--- src/rtl/pwm_capture.sv ---
// rtl/pwm_capture.sv - PWM period and high-time capture with stuck-input timeout
module pwm_capture #(
   parameter int CNT_BITS    = 16,
   parameter int SYNC_STAGES = 2
) (
   input  logic                clk_i,
   input  logic                rst_i,
   input  logic                enable_i,
   input  logic                pwm_i,
   output logic [CNT_BITS-1:0] period_o,
   output logic [CNT_BITS-1:0] high_o,
   output logic                valid_o,
   output logic                timeout_o,
   output logic                level_o
);

   // A single flop cannot resolve metastability, so shorter chains are widened to two.
   localparam int SYNC_N = (SYNC_STAGES < 2) ? 2 : SYNC_STAGES;
   localparam logic [CNT_BITS-1:0] CNT_ONE = {{(CNT_BITS-1){1'b0}}, 1'b1};
   localparam logic [CNT_BITS-1:0] CNT_MAX = {CNT_BITS{1'b1}};

   typedef enum logic [1:0] {
      IDLE,
      HIGH,
      LOW
   } state_t;

   state_t              state_q;
   state_t              state_d;
   logic [SYNC_N-1:0]   sync_q;
   logic                prev_q;
   logic                s;
   logic                rise;
   logic                fall;
   logic                sat;
   logic [CNT_BITS-1:0] cnt_q;
   logic [CNT_BITS-1:0] cnt_d;
   logic [CNT_BITS-1:0] cnt_inc;
   logic [CNT_BITS-1:0] high_r_q;
   logic [CNT_BITS-1:0] high_r_d;
   logic [CNT_BITS-1:0] period_d;
   logic [CNT_BITS-1:0] high_d;
   logic                valid_d;
   logic                timeout_d;

   always_ff @(posedge clk_i or posedge rst_i) begin
      if (rst_i) begin
         sync_q <= '0;
         prev_q <= 1'b0;
      end else begin
         sync_q <= {sync_q[SYNC_N-2:0], pwm_i};
         prev_q <= s;
      end
   end

   assign s       = sync_q[SYNC_N-1];
   assign level_o = s;
   assign rise    = s & ~prev_q;
   assign fall    = ~s & prev_q;
   assign sat     = (cnt_q == CNT_MAX);
   assign cnt_inc = sat ? cnt_q : cnt_q + CNT_ONE;

   always_ff @(posedge clk_i or posedge rst_i) begin
      if (rst_i) begin
         state_q   <= IDLE;
         cnt_q     <= '0;
         high_r_q  <= '0;
         period_o  <= '0;
         high_o    <= '0;
         valid_o   <= 1'b0;
         timeout_o <= 1'b0;
      end else begin
         state_q   <= state_d;
         cnt_q     <= cnt_d;
         high_r_q  <= high_r_d;
         period_o  <= period_d;
         high_o    <= high_d;
         valid_o   <= valid_d;
         timeout_o <= timeout_d;
      end
   end

   always_comb begin
      state_d   = state_q;
      cnt_d     = cnt_q;
      high_r_d  = high_r_q;
      period_d  = period_o;
      high_d    = high_o;
      valid_d   = 1'b0;
      timeout_d = timeout_o;

      if (!enable_i) begin
         state_d = IDLE;
         cnt_d   = '0;
      end else begin
         case (state_q)
            IDLE: begin
               cnt_d = '0;
               if (rise) begin
                  cnt_d   = CNT_ONE;
                  state_d = HIGH;
               end
            end
            HIGH: begin
               if (fall) begin
                  high_r_d = cnt_q;
                  cnt_d    = cnt_inc;
                  state_d  = LOW;
               end else if (sat) begin
                  timeout_d = 1'b1;
                  cnt_d     = '0;
                  state_d   = IDLE;
               end else begin
                  cnt_d = cnt_inc;
               end
            end
            LOW: begin
               // A rise landing on the saturation cycle still counts as a measurement.
               if (rise) begin
                  period_d  = cnt_q;
                  high_d    = high_r_q;
                  valid_d   = 1'b1;
                  timeout_d = 1'b0;
                  cnt_d     = CNT_ONE;
                  state_d   = HIGH;
               end else if (sat) begin
                  timeout_d = 1'b1;
                  cnt_d     = '0;
                  state_d   = IDLE;
               end else begin
                  cnt_d = cnt_inc;
               end
            end
            default: begin
               state_d = IDLE;
               cnt_d   = '0;
            end
         endcase
      end
   end

endmodule

--- config.mk ---
export PLATFORM = sky130hd
export DESIGN_NAME = pwm_capture
export DESIGN_NICKNAME = d
export VERILOG_FILES = /design/src/rtl/pwm_capture.sv
export SDC_FILE = /design/constraint.sdc
export NUM_CORES = 1
export LEC_CHECK = 0
export BUFFER_PORTS_ARGS = -buffer_cell sky130_fd_sc_hd__clkbuf_2
export CORE_UTILIZATION = 30
export CTS_CLUSTER_SIZE = 20
export DETAILED_ROUTE_END_ITERATION = 8
export PLACE_DENSITY = 0.59
export SLEW_MARGIN = 20
export SYNTH_ARGS = -nofsm -noshare
export SYNTH_HDL_FRONTEND = slang
export SYNTH_SLANG_ARGS = --single-unit
--- constraint.sdc ---
create_clock -name clk_i -period 2.8 [get_ports clk_i]
set_input_delay 0.56 -clock clk_i [delete_from_list [all_inputs] [get_ports clk_i]]
set_output_delay 0.56 -clock clk_i [all_outputs]
set_load 0.005 [all_outputs]
==> out/summary.txt <==
fillcell total: 975
PD cells: 508 mW/mm^2
number of synthesized flops with an enable pin: 0
initial antenna violation count: 0
post-CTS sizing: 0
total chip power: 0.00179 W
layout cells sized above 1: 42.6%
Synth cell types: 45
Final nets: 279
Total GRT Usage: 11.9%
Pleak: 1.73 nW
met1 Use GR: 15.2%
syn nets: 231
Area Growth Syn to Fin: 17.9%
commonest non-fill, non-tap cell in the layout: dfrtp_1
number of top-level pins: 39
pin count of the biggest net entering global routing: 72
Top FF cell, synth: dfrtp_1
GR peak layer: met2
cells on worst reg2reg path: 9
Final min period: 2350 ps
die height: 102 um
DP Area: 0.00336 sq mm
CTS buffer count: 9
setup violators final: 0
DRT iter0 DRCs: 57
GRT met3 Usage: 4.65%
post-route ant nets: 0
cell area after layout: 0.00352 sq mm
Core ar.: 0.00973 sq mm
Setup TNS: 0 ps
hold buffers post-CTS: 0
Max Slew Vio Count: 0
Placer Congestion: 0.883
synth warn: 0
Rows: 36
Yosys reg bits: 71
Mapped Area: 0.00299 sq mm
vias in the first global route: 1953
CP Class: reg2reg
Initial Util: 30.7%
Pre-antenna DRT Iters: 4
CTS sink cnt: 71
post-CTS setup buffers: 0
diode count: 0
Clk Latency, worst-skew pair: 330 ps
final WL: 5.46 mm
Layout Skew: 3.15 ps
gr ovfl total: 0
Final Hold Vio Count: 0
Synth Instances: 225
RSZ-0062 raised after global routing: false
Port Buf Inserts: 38
M2 GR Usage: 18.8%
Critical Path Source Type: flip-flop
via count: 1908
Clock Tree Buf Depth: 2
CTS clk-pin slew, worst paths: 70 ps
number of remaining DRC errors: 0
status: finished clean
Slew @ Worst Pin: 517 ps
Tightest Hold Check Type: in2async
most frequent cells in the layout: dfrtp_1, mux2_2, clkbuf_2
Seq/Total Area, Yosys: 59.4%
Max Fclk: 426 MHz
Clock Root Buffer: clkbuf_8
Die W: 102 um
Critical Path RT: 3060 ps
DP HPWL: 3.69 mm
Critical Path AT: 2610 ps
post-DR wirelength/cell: 13.3 um
max cap viols: 0
TritonCTS clock tree: done
final cycle utilization of the critical path: 83.9%
Vias/cell: 4.65
die area: 0.0104 sq mm
first-pass GRT wire length: 9.36 mm
Rel. slew slack: 64.7%
Worst setup EP type: flip-flop
critical path fanouts, max: 7
Syn Area/Cell: 13.3 sq um
H-tree depth: 3
Synth async-reset ratio: 100%
peak supply drop: 0.000262 V
## layer usage
metal | vias up | routed length, um | part of all wire (%)
li1 | 918 | - | -
met1 | 942 | 2620 | 48
met2 | 42 | 2510 | 46
met3 | 6 | 274 | 5.0
met4 | 0 | 53 | 0.97
met5 | - | 0 | 0
## stage by stage
stage | utilization [%] | worst slack, ps | hold WS, ps | cells
after floorplan | - | 443 | 331 | 225
after global placement | 34.5 | 595 | 335 | 395
after detailed placement | 34.5 | 482 | 335 | 395
after CTS | 36.2 | 435 | 287 | 410
after global routing | 36.2 | 158 | 312 | 410
final | 36.2 | 450 | 285 | 410
## path summary, 6_finish.rpt
kind                                 to      start  slack (ps)
hold reg to reg               sync_q[1]  sync_q[0]         350
setup reg to reg               cnt_q[0]   cnt_q[1]         450
setup / recovery               cnt_q[0]   cnt_q[1]         450
max in group asynchronous  high_r_q[13]      rst_i        2230
min in group clk_i            sync_q[0]      pwm_i         330
hold / removal                high_o[4]      rst_i         290
## synth_stat cells (all sizes together) (2+ instances only)
| library cell | count | area (sq um) |
|---|---|---|
| buf | 5 | 37.5 |
| or3 | 4 | 27.5 |
| xnor2 | 2 | 17.5 |
| and3 | 2 | 12.5 |
| o21ai | 6 | 30.0 |
| nor3b | 2 | 15.0 |
| dfrtp | 71 | 1780 |
| nand3 | 7 | 35.0 |
| a211oi | 3 | 27.5 |
| and4 | 4 | 36.3 |
| a31oi | 2 | 12.5 |
| ha | 2 | 25.0 |
| nand4 | 4 | 46.3 |
| nor3 | 4 | 20.0 |
| nor2b | 2 | 12.5 |
| o31ai | 2 | 15.0 |
| a21oi | 12 | 63.8 |
| nand2 | 9 | 33.8 |
| inv | 6 | 22.5 |
| nand2b | 3 | 18.8 |
| nor4 | 3 | 33.8 |
| mux2 | 46 | 518 |
| nor2 | 11 | 41.3 |
| o22a | 2 | 18.8 |
## cells by family after synthesis
logic type | synth area share, %
flops | 59.4
simple gates | 12.2
mux | 17.3
compound gates | 7.16
buf+inv | 2.13
xor+xnor | 0.879
fa+ha+maj | 0.837
## sequential cells by signal (all words and copies together) (netlist names)
signal and cells:
cnt_q 16, high_o 16, high_r_q 16, period_o 16, prev_q 1, state_q 2
sync_q 2, timeout_o 1, valid_o 1
## cell type report
cell class,count,area [sq um],share of cell area [%]
clock buffers,11,141,4.01
repair buffers,43,240,6.82
flip-flops and latches,71,1780,50.4
clock inverters,4,22.5,0.639
well taps,133,166,4.72
inverters,6,22.5,0.639
multi-input cells,142,1150,32.7
## power breakdown
group	leakage (nW)	total [W]	internal (W)	switching, W
logic	0.662	0.0000608	0.0000220	0.0000388
registers	0.982	0.00104	0.00104	0.00000813
clock network	0.0850	0.000684	0.000336	0.000348
## worst max-delay path, stage by stage, from the launching register on
cell and delay (ps):
dfrtp_1 420, ha_1 240, nand3_1 240, nor4_4 400
inv_2 150, ha_1 300, nor3b_1 200, a21oi_1 60
o22a_1 190, nor2_1 90
No activity file was read; power rests on OpenSTA's default activity.
